$ cat src/rtl/strassen_seq_ctrl_if.sv
// Control/address bundle between the Strassen sequencer (master) and the ALU/regfile datapath (slave).
// STRASSEN_SINGLE_STEP_EN adds the step input used by the single-step HOLD state.
interface strassen_seq_ctrl_if #(
    parameter int ADDR_W = 5
);
    logic              start;
    logic              busy;
    logic              done;
    logic [2:0]        alu_op;
    logic [ADDR_W-1:0] ra;
    logic [ADDR_W-1:0] rb;
    logic [ADDR_W-1:0] wa;
    logic              mem_we;
    logic [4:0]        op_idx;
`ifdef STRASSEN_SINGLE_STEP_EN
    logic              step;

    modport master (input start, input step, output busy, output done, output alu_op,
                    output ra, output rb, output wa, output mem_we, output op_idx);
    modport slave  (output start, output step, input busy, input done, input alu_op,
                    input ra, input rb, input wa, input mem_we, input op_idx);
`else
    modport master (input start, output busy, output done, output alu_op,
                    output ra, output rb, output wa, output mem_we, output op_idx);
    modport slave  (output start, input busy, input done, input alu_op,
                    input ra, input rb, input wa, input mem_we, input op_idx);
`endif
endinterface

$ cat src/rtl/strassen_seq_ctrl.sv
// Sequencer for one 2x2 block Strassen multiply: steps a 25-op microprogram over a shared ALU/regfile.
// Optional macro STRASSEN_SINGLE_STEP_EN parks the FSM in HOLD after each write-back until step=1.
module strassen_seq_ctrl #(
    parameter int ADDR_W  = 5,
    parameter int A_BASE  = 0,
    parameter int B_BASE  = 4,
    parameter int T_BASE  = 8,
    parameter int M_BASE  = 10,
    parameter int C_BASE  = 17,
    parameter int ADD_LAT = 1,
    parameter int MUL_LAT = 2
) (
    input logic                  clk,
    input logic                  rst,
    strassen_seq_ctrl_if.master  bus
);
    localparam logic [2:0] IDLE = 3'd0;
    localparam logic [2:0] EXEC = 3'd1;
    localparam logic [2:0] WB   = 3'd2;
    localparam logic [2:0] DONE = 3'd3;
`ifdef STRASSEN_SINGLE_STEP_EN
    localparam logic [2:0] HOLD = 3'd4;
`endif

    localparam int MAX_LAT = (ADD_LAT > MUL_LAT) ? ADD_LAT : MUL_LAT;
    localparam int CNT_W   = (MAX_LAT > 1) ? $clog2(MAX_LAT) : 1;

    typedef struct packed {
        logic [1:0] op;
        logic [4:0] a;
        logic [4:0] b;
        logic [4:0] d;
    } uop_t;

    // Operand symbols: 0-3 A11..A22, 4-7 B11..B22, 8-9 T0/T1, 10-16 M1..M7, 17-20 C11..C22
    function automatic uop_t uop(input logic [4:0] i);
        case (i)
            5'd0:    uop = {2'd0, 5'd0,  5'd3,  5'd8};
            5'd1:    uop = {2'd0, 5'd4,  5'd7,  5'd9};
            5'd2:    uop = {2'd2, 5'd8,  5'd9,  5'd10};
            5'd3:    uop = {2'd0, 5'd2,  5'd3,  5'd8};
            5'd4:    uop = {2'd2, 5'd8,  5'd4,  5'd11};
            5'd5:    uop = {2'd1, 5'd5,  5'd7,  5'd9};
            5'd6:    uop = {2'd2, 5'd0,  5'd9,  5'd12};
            5'd7:    uop = {2'd1, 5'd6,  5'd4,  5'd9};
            5'd8:    uop = {2'd2, 5'd3,  5'd9,  5'd13};
            5'd9:    uop = {2'd0, 5'd0,  5'd1,  5'd8};
            5'd10:   uop = {2'd2, 5'd8,  5'd7,  5'd14};
            5'd11:   uop = {2'd1, 5'd2,  5'd0,  5'd8};
            5'd12:   uop = {2'd0, 5'd4,  5'd5,  5'd9};
            5'd13:   uop = {2'd2, 5'd8,  5'd9,  5'd15};
            5'd14:   uop = {2'd1, 5'd1,  5'd3,  5'd8};
            5'd15:   uop = {2'd0, 5'd6,  5'd7,  5'd9};
            5'd16:   uop = {2'd2, 5'd8,  5'd9,  5'd16};
            5'd17:   uop = {2'd0, 5'd10, 5'd13, 5'd8};
            5'd18:   uop = {2'd1, 5'd8,  5'd14, 5'd8};
            5'd19:   uop = {2'd0, 5'd8,  5'd16, 5'd17};
            5'd20:   uop = {2'd0, 5'd12, 5'd14, 5'd18};
            5'd21:   uop = {2'd0, 5'd11, 5'd13, 5'd19};
            5'd22:   uop = {2'd1, 5'd10, 5'd11, 5'd8};
            5'd23:   uop = {2'd0, 5'd8,  5'd12, 5'd8};
            5'd24:   uop = {2'd0, 5'd8,  5'd15, 5'd20};
            default: uop = '0;
        endcase
    endfunction

    function automatic logic [ADDR_W-1:0] addr(input logic [4:0] s);
        int v;
        if (s < 5'd4)       v = A_BASE + int'(s);
        else if (s < 5'd8)  v = B_BASE + int'(s) - 4;
        else if (s < 5'd10) v = T_BASE + int'(s) - 8;
        else if (s < 5'd17) v = M_BASE + int'(s) - 10;
        else                v = C_BASE + int'(s) - 17;
        addr = ADDR_W'(v);
    endfunction

    // Counter holds remaining EXEC cycles minus one, so a latency of 1 leaves EXEC immediately.
    function automatic logic [CNT_W-1:0] lat_of(input logic [4:0] i);
        lat_of = (uop(i).op == 2'd2) ? CNT_W'(MUL_LAT - 1) : CNT_W'(ADD_LAT - 1);
    endfunction

    logic [2:0]       state;
    logic [4:0]       idx;
    logic [CNT_W-1:0] lat_cnt;
    uop_t             cur;

    assign cur = uop(idx);

    always_ff @(posedge clk or posedge rst) begin
        if (rst) begin
            state   <= IDLE;
            idx     <= '0;
            lat_cnt <= '0;
        end else begin
            case (state)
                IDLE: if (bus.start) begin
                    state   <= EXEC;
                    idx     <= '0;
                    lat_cnt <= lat_of(5'd0);
                end
                EXEC: begin
                    if (lat_cnt == '0) state <= WB;
                    else               lat_cnt <= lat_cnt - 1'b1;
                end
                WB: begin
                    if (idx == 5'd24) begin
                        state <= DONE;
                    end else begin
                        idx     <= idx + 5'd1;
                        lat_cnt <= lat_of(idx + 5'd1);
`ifdef STRASSEN_SINGLE_STEP_EN
                        state   <= HOLD;
`else
                        state   <= EXEC;
`endif
                    end
                end
`ifdef STRASSEN_SINGLE_STEP_EN
                HOLD: if (bus.step) begin
                    state   <= EXEC;
                    lat_cnt <= lat_of(idx);
                end
`endif
                DONE: begin
                    state <= IDLE;
                    idx   <= '0;
                end
                default: state <= IDLE;
            endcase
        end
    end

    always_comb begin
        bus.busy   = 1'b0;
        bus.done   = 1'b0;
        bus.alu_op = '0;
        bus.ra     = '0;
        bus.rb     = '0;
        bus.wa     = '0;
        bus.mem_we = 1'b0;
        bus.op_idx = '0;
        case (state)
            EXEC, WB: begin
                bus.busy   = 1'b1;
                bus.alu_op = {1'b0, cur.op};
                bus.ra     = addr(cur.a);
                bus.rb     = addr(cur.b);
                bus.op_idx = idx;
                if (state == WB) begin
                    bus.mem_we = 1'b1;
                    bus.wa     = addr(cur.d);
                end
            end
`ifdef STRASSEN_SINGLE_STEP_EN
            HOLD: begin
                bus.busy   = 1'b1;
                bus.op_idx = idx;
            end
`endif
            DONE: bus.done = 1'b1;
            default: ;
        endcase
    end
endmodule

$ cat src/flat_wrapper.sv
// flat-port wrapper written by rule: the top's interface ports become plain ports
module strassen_seq_ctrl_flat 
#(
    parameter int ADDR_W  = 5,
    parameter int A_BASE  = 0,
    parameter int B_BASE  = 4,
    parameter int T_BASE  = 8,
    parameter int M_BASE  = 10,
    parameter int C_BASE  = 17,
    parameter int ADD_LAT = 1,
    parameter int MUL_LAT = 2
)
  (clk, rst, bus_start, bus_busy, bus_done, bus_alu_op, bus_ra, bus_rb, bus_wa, bus_mem_we, bus_op_idx);
  strassen_seq_ctrl_if #(.ADDR_W(ADDR_W)) bus_i ();
  input logic clk;
  input logic rst;
  input wire logic [$bits(bus_i.start)-1:0] bus_start;
  output wire logic [$bits(bus_i.busy)-1:0] bus_busy;
  output wire logic [$bits(bus_i.done)-1:0] bus_done;
  output wire logic [$bits(bus_i.alu_op)-1:0] bus_alu_op;
  output wire logic [$bits(bus_i.ra)-1:0] bus_ra;
  output wire logic [$bits(bus_i.rb)-1:0] bus_rb;
  output wire logic [$bits(bus_i.wa)-1:0] bus_wa;
  output wire logic [$bits(bus_i.mem_we)-1:0] bus_mem_we;
  output wire logic [$bits(bus_i.op_idx)-1:0] bus_op_idx;
  assign bus_i.start = bus_start;
  assign bus_busy = bus_i.busy;
  assign bus_done = bus_i.done;
  assign bus_alu_op = bus_i.alu_op;
  assign bus_ra = bus_i.ra;
  assign bus_rb = bus_i.rb;
  assign bus_wa = bus_i.wa;
  assign bus_mem_we = bus_i.mem_we;
  assign bus_op_idx = bus_i.op_idx;
  strassen_seq_ctrl #(.ADDR_W(ADDR_W), .A_BASE(A_BASE), .B_BASE(B_BASE), .T_BASE(T_BASE), .M_BASE(M_BASE), .C_BASE(C_BASE), .ADD_LAT(ADD_LAT), .MUL_LAT(MUL_LAT)) u_core (.clk(clk), .rst(rst), .bus(bus_i));
endmodule
$ cat config.mk
export PLATFORM = sky130hd
export DESIGN_NAME = strassen_seq_ctrl_flat
export DESIGN_NICKNAME = d
export VERILOG_FILES = /design/src/rtl/strassen_seq_ctrl_if.sv /design/src/rtl/strassen_seq_ctrl.sv /design/src/flat_wrapper.sv
export SDC_FILE = /design/constraint.sdc
export NUM_CORES = 1
export LEC_CHECK = 0
export ABC_CLOCK_PERIOD_IN_PS = 2300
export CAP_MARGIN = 20
export CORE_MARGIN = 2
export CORE_UTILIZATION = 51
export DETAILED_ROUTE_END_ITERATION = 7
export GPL_TIMING_DRIVEN = 0
export HOLD_SLACK_MARGIN = 0.15
export PLACE_DENSITY = 0.82
export SYNTH_ARGS = -nofsm -noshare
export SYNTH_HDL_FRONTEND = slang
export SYNTH_SLANG_ARGS = --single-unit
$ cat constraint.sdc
create_clock -name clk -period 2.3 [get_ports clk]
set_input_delay 0.345 -clock clk [delete_from_list [all_inputs] [get_ports clk]]
set_output_delay 0.345 -clock clk [all_outputs]
set_load 0.02 [all_outputs]
* Word level (Yosys, flattened, before mapping) *
Memories as Yosys holds them, arrays and structs flattened.
Index checks and enable logic that the tools add are counted.

word-level totals
  output and inout port bits = 26
  register bits after elaboration = 9
  memories = 2
  bits in read-only memories = 1024
  input port bits = 3
  logic and storage cells = 94

cells by class
  add/sub/neg operators = 26
  eq/ne operators = 8
  mux-type cells = 36
  magnitude comparators = 12
  reductions and logical operators = 7

memory list
  name             depth  bits a word  rd ports  clocked after Yosys merged registers in  wr ports  line                     RTL
  (no name shown)  32     16           1         0                                        0         strassen_seq_ctrl.sv:37  case (i)
  (no name shown)  32     16           1         0                                        0         strassen_seq_ctrl.sv:37

operators by type and width
  kind                   number
  $mux W5                19
  $sub A5 B5 Y5 const B  9
  $mux W17               2
  $add A4 B5 Y5 const A  6
  $lt A5 B4 Y1 const B   6
  $add A3 B5 Y5 const A  3
  $add A5 B5 Y5 const A  3
  $lt A5 B3 Y1 const B   3
  $lt A5 B5 Y1 const B   3
  $pmux W5 S3            1
  $sub A5 B4 Y5 const B  3
  $pmux W3 S3            1
  $mux W1                8
  $eq A3 B2 Y1 const B   2
  $mux W3                2
  $ne A2 B2 Y1 const B   3
  $reduce_and A3 Y1      2
  $reduce_bool A3 Y1     2
  $add A5 B1 Y5 const B  1
  $eq A5 B5 Y1 const B   1
  $mux W2                2
  $eq A3 B1 Y1 const B   1
  $logic_not A3 Y1       1
  $pmux W1 S3            1
  4 further kinds        4

* Longest topological paths before layout *
Gate-level depths: netlist of the first run.
An unclocked memory read counts as a cell.

  word-level depth = 9
  mapped depth = 9
  mapped depth without buffers = 7

* Worst setup path before layout of the first run *
No wires, ideal clock.

  path kind = register -> output
  from = reg u_core.idx[0]
  to = out bus_ra[3]
  path slack = -0.044 ns
  cell stages (with the launch flop) = 8
  arrival time = 1.999 ns
  buffers on the path = 2
  required time = 1.955 ns
  path through = dfrtp_1 -> clkbuf_1 -> inv_1 -> ha_1 -> clkbuf_1 -> nor2b_1 -> nor3_1 -> a311oi_1

between the ends
  cells in the longest elaborated chain, start to end = 8
  elaborated cells between the ends (all ways) = 18
  those cells by class = 8 x add/sub; 4 x order compare; 5 x mux; 1 x memory

ends and longest elaborated chain
  item                                                   line                                              RTL
  from (decl)                                            strassen_seq_ctrl.sv:83                           logic [4:0] idx;
  from (signal assigned)                                 strassen_seq_ctrl.sv:109                          idx <= idx + 5'd1;
  $mem_v2 Z32 W16 *                                      -
  $add A5 B5 Y5 / $add A4 B5 Y5 (equally long branches)  strassen_seq_ctrl.sv:73, strassen_seq_ctrl.sv:72
  $sub A5 B5 Y5 (on tied branches)                       strassen_seq_ctrl.sv:73, strassen_seq_ctrl.sv:72
  $mux W5                                                strassen_seq_ctrl.sv:72                           else if (s < 5'd17) v = M_BASE + int'(s) - 10;
  $mux W5                                                strassen_seq_ctrl.sv:71                           else if (s < 5'd10) v = T_BASE + int'(s) - 8;
  $mux W5                                                strassen_seq_ctrl.sv:70                           else if (s < 5'd8) v = B_BASE + int'(s) - 4;
  $mux W5 *                                              strassen_seq_ctrl.sv:69                           if (s < 5'd4) v = A_BASE + int'(s);
  $mux W5 *                                              strassen_seq_ctrl.sv:142                          case (state)
  to (decl)                                              flat_wrapper.sv:21                                output wire logic [$bits(bus_i.ra)-1:0] bus_ra;

Mark *: on every way between the ends. The rest lies on a longest branch, timed or not.

* Final worst setup path of the first run *
  from = reg u_core.idx[2]
  to = out bus_alu_op[0]

between the ends
  cells in the longest elaborated chain, start to end = 2

ends and longest elaborated chain
  item             line                      RTL
  $mem_v2 Z32 W16  -
  $mux W2          strassen_seq_ctrl.sv:142
  to (decl)        flat_wrapper.sv:20        output wire logic [$bits(bus_i.alu_op)-1:0] bus_alu_op;

No other way between the ends.

==> summary.md, run 1 <==
| Metric | Value |
|---|---|
| Wire length of the first global-routing pass | `6670 µm` |
| TritonCTS clock tree | `built` |
| Vias per std cell | `6.14` |
| Final min period | `2300 ps` |
| Total power of the final layout | `1790 µW` |
| Final worst-path cycle share | `1.00` |
| PortBufs | `26` |
| Buffer depth of the longest clock path | `2` |
| Detailed-routing iteration count for the pre-antenna-repair pass | `4` |
| Routability-driven placement congestion ratio | `0.916` |
| Switching Power | `924 µW` |
| Flop pwr share | `0.117` |
| Number of buffers added to fix hold violations after cts | `0` |
| Number of antenna violations at the first check in global routing | `0` |
| Post-detail-place hpwl | `2890 µm` |
| Instance count of the mapped netlist | `190` |
| Cell internal power dissipation | `861 µW` |
| Status | `finished with violations` |
| I/O Pins | `29` |
| Netlist area before placement | `0.00131 mm²` |
| Die boundary height | `54.6 µm` |
| Max Cap Viol | `0` |
| FFs w/ async S/R, synth | `1.00` |
| Remaining antenna violation count after routing | `0` |
| Vias after detailed routing | `1578` |
| Remaining Overflow, GRT | `0` |
| Syn Area/Cell | `6.88 µm²` |
| Category of the critical setup timing path | `register to output port` |
| Commonest cells after routing, fill and taps aside | `nand2_1 (25), a21oi_1 (19), nor2_1 (17)` |
| Type of the worst min-delay path | `input pin to async pin` |
| Routed metal-1 wire length | `1730 µm` |
| Full die area | `0.00298 mm²` |
| Uppermost signal routing layer after detailed routing | `met4` |
| CP Data Required Time | `1960 ps` |
| Final standard cell area without fillers | `0.00175 mm²` |
| Initial core utilization | `0.532` |
| Cell row count | `18` |
| Kind of launch point of the worst setup path | `register` |
| Fraction of final layout cells with drive strength greater than 1 | `0.300` |
| All-Layer GR Usage | `0.307` |
| Portion of the post-synthesis area used by sequential elements | `0.153` |
| Maximum number of pins on one net before global-route repair | `11` |
| Number of warnings reported in the yosys synthesis log | `0` |
| Inserted Diodes | `0` |
| Maximum level of the CTS H-tree | `1` |
| Data arrival, critical path | `1960 ps` |
| Switching part of the total power | `0.518` |
| Final slew viol count | `0` |
| Wire length on met2 | `1900 µm` |
| Critical path fanouts, max | `10` |
| #FFs+latches synth | `8` |
| Most frequent standard cell in the layout excluding fill and tap cells | `nand2_1` |
| Clock transition at path regs | `50 ps` |
| Number of enable-type register cells in the synthesized netlist | `0` |
| Hold Fails Final Rpt | `0` |
| CP Capture Type | `output port` |
| Top flip-flop cell by instance count after synthesis | `dfrtp_1` |
| Synth cell types | `47` |
| Highest clock frequency the design can meet | `435 MHz` |
| Width of the chip | `54.6 µm` |
| Number of endpoints failing setup at the final stage | `1` |
| Hold Worst Slack | `341 ps` |
| Slack of the critical path | `-0.903 ps` |
| Static leakage | `0.000824 µW` |
| Starting DRC count in detailed routing | `86` |
| Area inside the core boundary | `0.00245 mm²` |
| Peak supply drop | `1160 µV` |
| Avg WL per Cell | `16.0 µm` |
| Area delta synth->final | `33.9%` |
| DRC errors left | `0` |
| Clock Root Buffer | `clkbuf_4` |
| CTS buffer count | `3` |
| Violations in the final reports | `setup timing` |
| Final routed wirelength across all metal layers | `4120 µm` |
| Final setup skew | `4.54 ps` |
| Worst-skew pair later-pin latency | `250 ps` |
| Vias in the first global route | `1422` |
| Clock Power Share | `0.058` |
| Combinational share of power | `0.825` |
| Net total in the final layout | `247` |
| RSZ-0062 raised after global routing | `true` |
| Metal3 WL | `371 µm` |
| Count of clock tree sinks | `8` |
| Placed standard-cell area | `0.00161 mm²` |
| Areal power density over the cells | `1020 mW/mm²` |
| Final core utilization | `0.713` |
-- path summary, 6_finish.rpt --
path | from | endpoint | slack (ps) | depth (start not counted)
worst min-delay path | rst | u_core.lat_cnt$_DFFE_PP0P_ | 340 | 2
min in group clk | u_core.lat_cnt$_DFFE_PP0P_ | u_core.lat_cnt$_DFFE_PP0P_ | 570 | 2
worst min register to register | u_core.lat_cnt$_DFFE_PP0P_ | u_core.lat_cnt$_DFFE_PP0P_ | 570 | 2
worst max-delay path | u_core.idx[2]$_DFFE_PP0P_ | bus_alu_op[0] | -0.9 | 8
worst max register to register | u_core.idx[0]$_DFFE_PP0P_ | u_core.idx[3]$_DFFE_PP0P_ | 280 | 9
max in group asynchronous | rst | u_core.state[0]$_DFFE_PP0P_ | 1710 | 2
-- logic make-up (layout without fill, tap and decap cells) --
| logic type | after synthesis | count (layout) | synth area share |
|---|---|---|---|
| AOI/OAI and AO/OA | 63 | 63 | 0.302 |
| xor gates and xnor gates | 2 | 2 | 0.0134 |
| adders and majority gates | 15 | 15 | 0.144 |
| buffers and inverters | 27 | 63 | 0.0996 |
| DFF | 8 | 8 | 0.153 |
| muxes | 1 | 1 | 0.00862 |
| other | 1 | 2 | 0.00287 |
| and+or+nand+nor | 73 | 73 | 0.277 |
-- metrics by stage --
stage	worst slack (ps)	setup TNS, ps	instances
after floorplan	56.0	0	191
after CTS	4.17	0	255
after detailed placement	-676	-11130	247
after global routing	-92.4	-298	257
after global placement	-669	-10200	247
final	-0.903	-0.903	257
-- worst max-delay path, cell delays in order (launching register included) --
cell and delay, ps:
dfrtp_2 450, buf_4 200, inv_4 100, ha_2 200
a21oi_1 50, a211oi_1 270, a31oi_1 70, nor2_1 100
clkdlybuf4s15_2 260
-- area by class of cell --
cell class / count / area, µm²
plain buffers: 16 / 121
clock buffers: 3 / 22.5
fillers: 223 / 706
inverters: 10 / 47.5
multi-input cells: 156 / 1050
flip-flops and latches: 8 / 206
well taps: 30 / 37.5
repair buffers: 34 / 268
-- routing by layer --
metal  global-route usage  vias to the layer above
li1                     -                      743
met1                0.416                      720
met2                0.488                       99
met3               0.0492                       16
met4                0.108                        0
met5                    0                        -
-- cell usage after synthesis, drive strengths merged (2+ instances only) --
cell,instances,area share
nand3,4,0.019
dfrtp,8,0.15
a211oi,2,0.011
inv,9,0.026
a31oi,3,0.014
o22a,3,0.020
nand2b,3,0.014
nor2b,5,0.030
a22o,4,0.027
clkbuf,7,0.020
buf,10,0.051
nor3,6,0.023
o21ai,20,0.077
ha,15,0.14
o211ai,3,0.017
a32o,2,0.015
nor2,17,0.049
and3,2,0.0096
a21oi,19,0.073
nand2,28,0.082
-- state kept, by name, summed over array words and instances (netlist names) --
name,cells
u_core.idx,5
u_core.lat_cnt,1
u_core.state,2
-- power by group through the flow --
stage / registers, µW / clock network [µW] / logic, µW
after floorplan: 219 / 0 / 796
after global placement: 234 / 0 / 1140
after detailed placement: 237 / 0 / 1160
after CTS: 203 / 109 / 1370
after global routing: 213 / 119 / 1580
final: 209 / 104 / 1470
-- timing repair --
action                                  in CTS  in global routing
endpoints found under the setup margin      27                 18
resized for setup                           80                 26
endpoints found under the hold margin        0                  0
gates cloned                                 0                  0
pin swaps                                    0                  3
setup buffers                                6                  2
Note: power is estimated with default switching activity, not from simulation.
==> run 2, diff against run 1 <==
--- a/config.mk
+++ b/config.mk
@@ -13,6 +13,7 @@
 export GPL_TIMING_DRIVEN = 0
 export HOLD_SLACK_MARGIN = 0.15
 export PLACE_DENSITY = 0.82
+export SETUP_SLACK_MARGIN = 0.15
 export SYNTH_ARGS = -nofsm -noshare
 export SYNTH_HDL_FRONTEND = slang
 export SYNTH_SLANG_ARGS = --single-unit
==> summary.md, run 2 (same netlist as run 1, synthesis figures left out) <==
| Metric | Value |
|---|---|
| I/O Pins | `29 (unchanged)` |
| PortBufs | `26 (unchanged)` |
| Starting DRC count in detailed routing | `105 (+22%)` |
| Reg-to-reg critical path startpoint | `u_core.idx[0]$_DFFE_PP0P_` |
| Critical path fanouts, max | `6 (-4)` |
| RSZ-0062 raised after global routing | `true` |
| Post-detail-place hpwl | `2840 µm (-1.5%)` |
| Net total in the final layout | `256 (+3.6%)` |
| Buffer depth of the longest clock path | `2 (unchanged)` |
| Areal power density over the cells | `1060 mW/mm² (+3.4%)` |
| Peak supply drop | `973 µV (-16%)` |
| Maximum number of pins on one net before global-route repair | `11 (unchanged)` |
| Number of flip-flops under the largest register name | `5 (unchanged)` |
| Slack of the critical path | `70.8 ps (+71.7 ps)` |
| Highest clock frequency the design can meet | `449 MHz (+3.2%)` |
| Type of the worst min-delay path | `input pin to async pin` |
| Die boundary height | `54.6 µm (unchanged)` |
| R2R Setup Slk | `290 ps (about the same)` |
| Count of clock tree sinks | `8 (unchanged)` |
| Maximum level of the CTS H-tree | `1 (unchanged)` |
| Data arrival, critical path | `1880 ps (-80 ps)` |
| Hold Fails Final Rpt | `0 (unchanged)` |
| Final standard cell area without fillers | `0.00194 mm² (+11%)` |
| Final slew viol count | `0 (unchanged)` |
| TritonCTS clock tree | `built` |
| Most used routing layer in global routing | `met2` |
| Biggest regs | `u_core.idx (5), u_core.state (2), u_core.lat_cnt (1)` |
| Final worst-path cycle share | `0.969 (-0.0312)` |
| Initial core utilization | `0.532 (unchanged)` |
| Worst-skew pair later-pin latency | `260 ps (about the same)` |
| Reg2Reg Depth | `9 (unchanged)` |
| Category of the critical setup timing path | `register to output port` |
| Number of endpoints failing setup at the final stage | `0 (-1)` |
| Wire length of the first global-routing pass | `6830 µm (+2.4%)` |
| Number of filler instances in the final layout | `174 (-22%)` |
| Number of antenna violations at the first check in global routing | `0 (unchanged)` |
| Vias in the first global route | `1413 (-0.63%)` |
| Reg-to-Reg End | `u_core.idx[4]$_DFFE_PP0P_` |
| Cell row count | `18 (unchanged)` |
| CP Data Required Time | `1960 ps (about the same)` |
| Commonest cells after routing, fill and taps aside | `buf_4 (32), nand2_1 (26), nor2_1 (16)` |
| Width of the chip | `54.6 µm (unchanged)` |
| CTS buffer count | `3 (unchanged)` |
| All-Layer GR Usage | `0.321 (+0.0134)` |
| Placed standard-cell area | `0.00163 mm² (+0.70%)` |
| Area delta synth->final | `48.5%` |
| Final routed wirelength across all metal layers | `4590 µm (+11%)` |
| Full die area | `0.00298 mm² (unchanged)` |
| Number of buffers added to fix hold violations after cts | `0 (unchanged)` |
| Area inside the core boundary | `0.00245 mm² (unchanged)` |
| Global routing usage on met3 | `0.0437 (-0.00546)` |
| DRC errors left | `0 (unchanged)` |
| Avg WL per Cell | `17.2 µm (+7.6%)` |
| Met1 Use GR | `0.409 (-0.00693)` |
| Remaining antenna violation count after routing | `0 (unchanged)` |
| Post-place setup slack | `-621 ps (+55.8 ps)` |
| Kind of launch point of the worst setup path | `register` |
| Max Cap Viol | `0 (unchanged)` |
| Clock Root Buffer | `clkbuf_4` |
| Clock transition at path regs | `60 ps (about the same)` |
| Routability-driven placement congestion ratio | `0.994 (+8.5%)` |
| Final setup skew | `9.58 ps (+5.04 ps)` |
| Vias per std cell | `6.15 (+0.23%)` |
| Remaining Overflow, GRT | `0 (unchanged)` |
| Detailed-routing iteration count for the pre-antenna-repair pass | `5 (+1)` |
| Static leakage | `0.000882 µW (+7.1%)` |
| Most frequent standard cell in the layout excluding fill and tap cells | `buf_4` |
| Register bank with the most flops | `u_core.idx` |
| Vias after detailed routing | `1637 (+3.7%)` |
| CP Capture Type | `output port` |
| Status | `finished, final reports clean` |
| Final min period | `2230 ps (-71.7 ps)` |
| Inserted Diodes | `0 (unchanged)` |
| FF/Latch Area | `205 µm² (-0.61%)` |
| Fraction of final layout cells with drive strength greater than 1 | `0.403 (+0.103)` |
| Global Route met2 Usage | `0.534 (+0.0456)` |
| Combined area of the multi-input logic cells | `0.00114 mm² (+9.0%)` |
run 2: cell count changes in the layout (fill, tap and decap cells not counted), moves of 3 or more:
cell / before / now
buf_4: 16 / 32
a21oi_1: 19 / 15
buf_6: 1 / 4
nor3_1: 4 / 1
a21oi_2: 0 / 4
nor3_2: 2 / 5
buf_2: 11 / 5
run 2: area by class of cell:
class / instances / share of cell area
multi-input combinational: 156 / 0.588
inverter: 10 / 0.0258
buffer: 17 / 0.0729
tap: 30 / 0.0194
clock buffer: 3 / 0.0116
timing repair buffer: 42 / 0.177
sequential: 8 / 0.106
run 2: power by group:
part | internal (µW) | switching (µW)
clock | 59.8 | 49.4
sequential | 177 | 35.1
combinational | 794 | 932
total | 1030 | 1020
run 2: metrics by stage:
stage | instances | setup TNS (ps) | hold WS, ps | utilization | total power, µW
2_1_floorplan | 191 | 0 | 161 | - | 1020
3_3_place_gp | 247 | -8450 | 545 | 0.662 | 1380
3_5_place_dp | 247 | -9260 | 539 | 0.662 | 1400
4_1_cts | 263 | 0 | 330 | 0.750 | 1840
5_1_grt | 266 | 0 | 372 | 0.790 | 2170
6_report | 266 | 0 | 323 | 0.790 | 2050
run 2: what timing repair did:
item                                   in CTS  in global routing
setup buffers                              12                  3
gates resized for setup                   118                 35
setup endpoints to repair                  27                 20
pin swaps                                   5                  7
gates cloned                                1                  0
endpoints found under the hold margin       0                  0
run 2: worst max path at each step:
stage                           startpoint             to  slack (ps)  cells past startpoint
2_1_floorplan  u_core.state[0]$_DFFE_PP0P_      bus_ra[3]         140                      6
3_3_place_gp   u_core.state[0]$_DFFE_PP0P_      bus_ra[1]        -570                      8
3_5_place_dp     u_core.idx[0]$_DFFE_PP0P_      bus_rb[3]        -620                      9
4_1_cts          u_core.idx[1]$_DFFE_PP0P_      bus_ra[2]          70                      8
5_1_grt          u_core.idx[0]$_DFFE_PP0P_      bus_rb[3]           8                      9
6_report         u_core.idx[0]$_DFFE_PP0P_  bus_alu_op[1]          70                      9
run 2: layer usage:
layer / vias to the layer above / part of all wire / wire (µm)
met2: 103 / 0.48 / 2190
met1: 758 / 0.41 / 1870
li1: 757 / - / -
met4: 0 / 0.037 / 170
met3: 19 / 0.080 / 366
met5: - / 0 / 0
run 2: worst max-delay path, stage by stage (launching register included):
cell,delay [ps]
dfrtp_1,370
clkbuf_8,160
inv_8,40
ha_4,170
buf_4,130
nor3_2,170
a21oi_2,50
or2_4,240
and3_4,170
buf_6,120
==> run 3, diff against run 2 <==
--- a/config.mk
+++ b/config.mk
@@ -7,12 +7,12 @@
 export LEC_CHECK = 0
 export ABC_CLOCK_PERIOD_IN_PS = 2300
 export CAP_MARGIN = 20
-export CORE_MARGIN = 2
 export CORE_UTILIZATION = 51
 export DETAILED_ROUTE_END_ITERATION = 7
 export GPL_TIMING_DRIVEN = 0
 export HOLD_SLACK_MARGIN = 0.15
 export PLACE_DENSITY = 0.82
+export REMOVE_ABC_BUFFERS = 1
 export SETUP_SLACK_MARGIN = 0.15
 export SYNTH_ARGS = -nofsm -noshare
 export SYNTH_HDL_FRONTEND = slang
==> summary.md, run 3 (same netlist as run 1, synthesis figures left out) <==
| Metric | Value |
|---|---|
| Status | `finished with violations` |
| Violations in the final reports | `setup timing` |
| Max Cap Viol | `0 (unchanged)` |
| Final setup skew | `1.80 ps (-7.79 ps)` |
| Highest clock frequency the design can meet | `424 MHz (-5.5%)` |
| Cell row count | `17 (-1)` |
| CP Data Required Time | `1960 ps (about the same)` |
| Kind of launch point of the worst setup path | `register` |
| Areal power density over the cells | `1170 mW/mm² (+11%)` |
| Worst setup path startpoint | `u_core.idx[0]$_DFFE_PP0P_` |
| Inserted Diodes | `0 (unchanged)` |
| Detailed-routing iteration count for the pre-antenna-repair pass | `5 (unchanged)` |
| Maximum number of pins on one net before global-route repair | `32 (+21)` |
| Critical path fanouts, max | `6 (unchanged)` |
| Type of the worst min-delay path | `input pin to async pin` |
| Register bank with the most flops | `u_core.idx` |
| Die boundary height | `52.6 µm (-3.7%)` |
| Commonest cells after routing, fill and taps aside | `buf_4 (36), nand2_1 (23), nor2_1 (17), a21oi_1 (17), o21ai_0 (15)` |
| Net total in the final layout | `256 (unchanged)` |
| Cell count after placement | `228 (-7.7%)` |
| Hold Worst Slack | `329 ps (+5.72 ps)` |
| Static leakage | `0.000859 µW (-2.6%)` |
| Clock transition at path regs | `60 ps (about the same)` |
| Worst-skew pair later-pin latency | `260 ps (about the same)` |
| Cell breakdown of the critical path | `clkinvlp_4, ha_4, buf_12, o22a_1, o22a_1, nor2_1, buf_4` |
| Wire length of the first global-routing pass | `7490 µm (+9.6%)` |
| CP Capture Type | `output port` |
| Reg2Reg Depth | `8 (-1)` |
| Hold Fails Final Rpt | `0 (unchanged)` |
| Slowest cell on crit path | `dfrtp_2` |
| Buffer depth of the longest clock path | `2 (unchanged)` |
| Peak supply drop | `1020 µV (+4.4%)` |
| DRC errors left | `0 (unchanged)` |
| Area inside the core boundary | `0.00232 mm² (-5.6%)` |
| Final slew viol count | `0 (unchanged)` |
| Avg WL per Cell | `21.8 µm (+26%)` |
| Reg-to-reg critical path startpoint | `u_core.idx[0]$_DFFE_PP0P_` |
| Category of the critical setup timing path | `register to output port` |
| Data arrival, critical path | `2010 ps (+130 ps)` |
| Count of clock tree sinks | `8 (unchanged)` |
| Remaining Overflow, GRT | `0 (unchanged)` |
| I/O Pins | `29 (unchanged)` |
| Biggest regs | `u_core.idx (5), u_core.state (2), u_core.lat_cnt (1)` |
| Vias in the first global route | `1634 (+16%)` |
| Final worst-path cycle share | `1.03 (+0.0563)` |
| Starting DRC count in detailed routing | `160 (+52%)` |
| Most frequent standard cell in the layout excluding fill and tap cells | `buf_4` |
| Post-place setup slack | `-732 ps (-111 ps)` |
| Vias after detailed routing | `1838 (+12%)` |
| Clock Root Buffer | `clkbuf_4` |
| Number of filler instances in the final layout | `125 (-28%)` |
| TritonCTS clock tree | `built` |
| PortBufs | `26 (unchanged)` |
| Number of flip-flops under the largest register name | `5 (unchanged)` |
| Total Negative Setup Slacks | `-91.9 ps (-91.9 ps)` |
| CTS buffer count | `3 (unchanged)` |
| RSZ-0062 raised after global routing | `true` |
| Final min period | `2360 ps (+129 ps)` |
| Fraction of final layout cells with drive strength greater than 1 | `0.424 (+0.0212)` |
| Final routed wirelength across all metal layers | `5750 µm (+25%)` |
| Total power of the final layout | `2300 µW (+12%)` |
| Area delta synth->final | `50.0%` |
| R2R Setup Slk | `140 ps (-150 ps)` |
| Initial core utilization | `0.563 (+0.0313)` |
| Routability-driven placement congestion ratio | `0.868 (-13%)` |
| Number of antenna violations at the first check in global routing | `0 (unchanged)` |
| Slack of the critical path | `-58.6 ps (-129 ps)` |
| Number of endpoints failing setup at the final stage | `5 (+5)` |
| End point of the critical path | `bus_ra[2]` |
| Full die area | `0.00277 mm² (-7.2%)` |
| All-Layer GR Usage | `0.368 (+0.0475)` |
| Final instance count without filler cells | `264 (-0.75%)` |
| Vias per std cell | `6.96 (+13%)` |
| Maximum level of the CTS H-tree | `1 (unchanged)` |
| Delay of the slowest cell on the worst path | `440 ps (+70 ps)` |
| Reg-to-Reg End | `u_core.idx[2]$_DFFE_PP0P_` |
| Cell repeated most along the worst path | `o22a_1` |
| Width of the chip | `52.6 µm (-3.7%)` |
| Post-detail-place hpwl | `2320 µm (-18%)` |
| Remaining antenna violation count after routing | `0 (unchanged)` |
==> run 3: cell count changes in the layout (fill, tap and decap cells not counted), sizes merged <==
cell / delta
inv: -2
dlygate4sd2: -1
clkinvlp: +2
clkbuf: -5
clkdlybuf4s15: +1
buf: +5
==> run 3: worst max-delay path, delay by kind of cell, from the launching register on <==
kind                       cells  cell delay, ps
AOI/OAI and AO/OA              2             420
adders and majority gates      1             280
buffers and inverters          3             490
DFF                            1             440
and+or+nand+nor                1             110
==> run 3: area by class of cell <==
class / count / area (µm²) / area share
inverter: 10 / 48.8 / 0.0249
timing repair buffer: 59 / 495 / 0.253
multi-input combinational: 156 / 1140 / 0.582
sequential: 8 / 216 / 0.110
clock buffer: 3 / 22.5 / 0.0115
tap: 28 / 35.0 / 0.0179
==> run 3: timing repair <==
item | in CTS | in global routing
resized for setup | 104 | 41
pin swaps | 4 | 9
hold buffers | 0 | 0
setup endpoints to repair | 28 | 22
buffers inserted | 28 | 5
==> run 3: power by group <==
part	leakage, µW	total, µW	switching, µW	internal, µW
Sequential	0.0000965	232	53.8	178
Combinational	0.000749	1950	1050	906
Clock	0.0000138	112	52.4	60.0
==> run 3: how the worst min path moves through the flow <==
stage | from | endpoint | slack (ps) | depth (start not counted)
floorplan | rst | u_core.idx[0]$_DFFE_PP0P_ | 160 | 1
global placement | u_core.lat_cnt$_DFFE_PP0P_ | u_core.lat_cnt$_DFFE_PP0P_ | 530 | 2
detailed placement | u_core.lat_cnt$_DFFE_PP0P_ | u_core.lat_cnt$_DFFE_PP0P_ | 540 | 2
CTS | rst | u_core.lat_cnt$_DFFE_PP0P_ | 330 | 2
global route | rst | u_core.idx[3]$_DFFE_PP0P_ | 360 | 2
finish | rst | u_core.idx[3]$_DFFE_PP0P_ | 330 | 2
==> run 3: through the flow <==
| stage | util | area [µm²] |
|---|---|---|
| final | 0.845 | 1960 |
| after global routing | 0.845 | 1960 |
| after CTS | 0.790 | 1830 |
| after detailed placement | 0.652 | 1510 |
| after global placement | 0.652 | 1510 |
| after floorplan | - | 1220 |
==> run 3: routing by layer <==
layer  vias up  global-route usage  share of wire
li1        760                   -              -
met1       819               0.422           0.35
met2       200               0.618           0.45
met3        59               0.101           0.13
met4         0               0.184          0.076
met5         -                   0              0
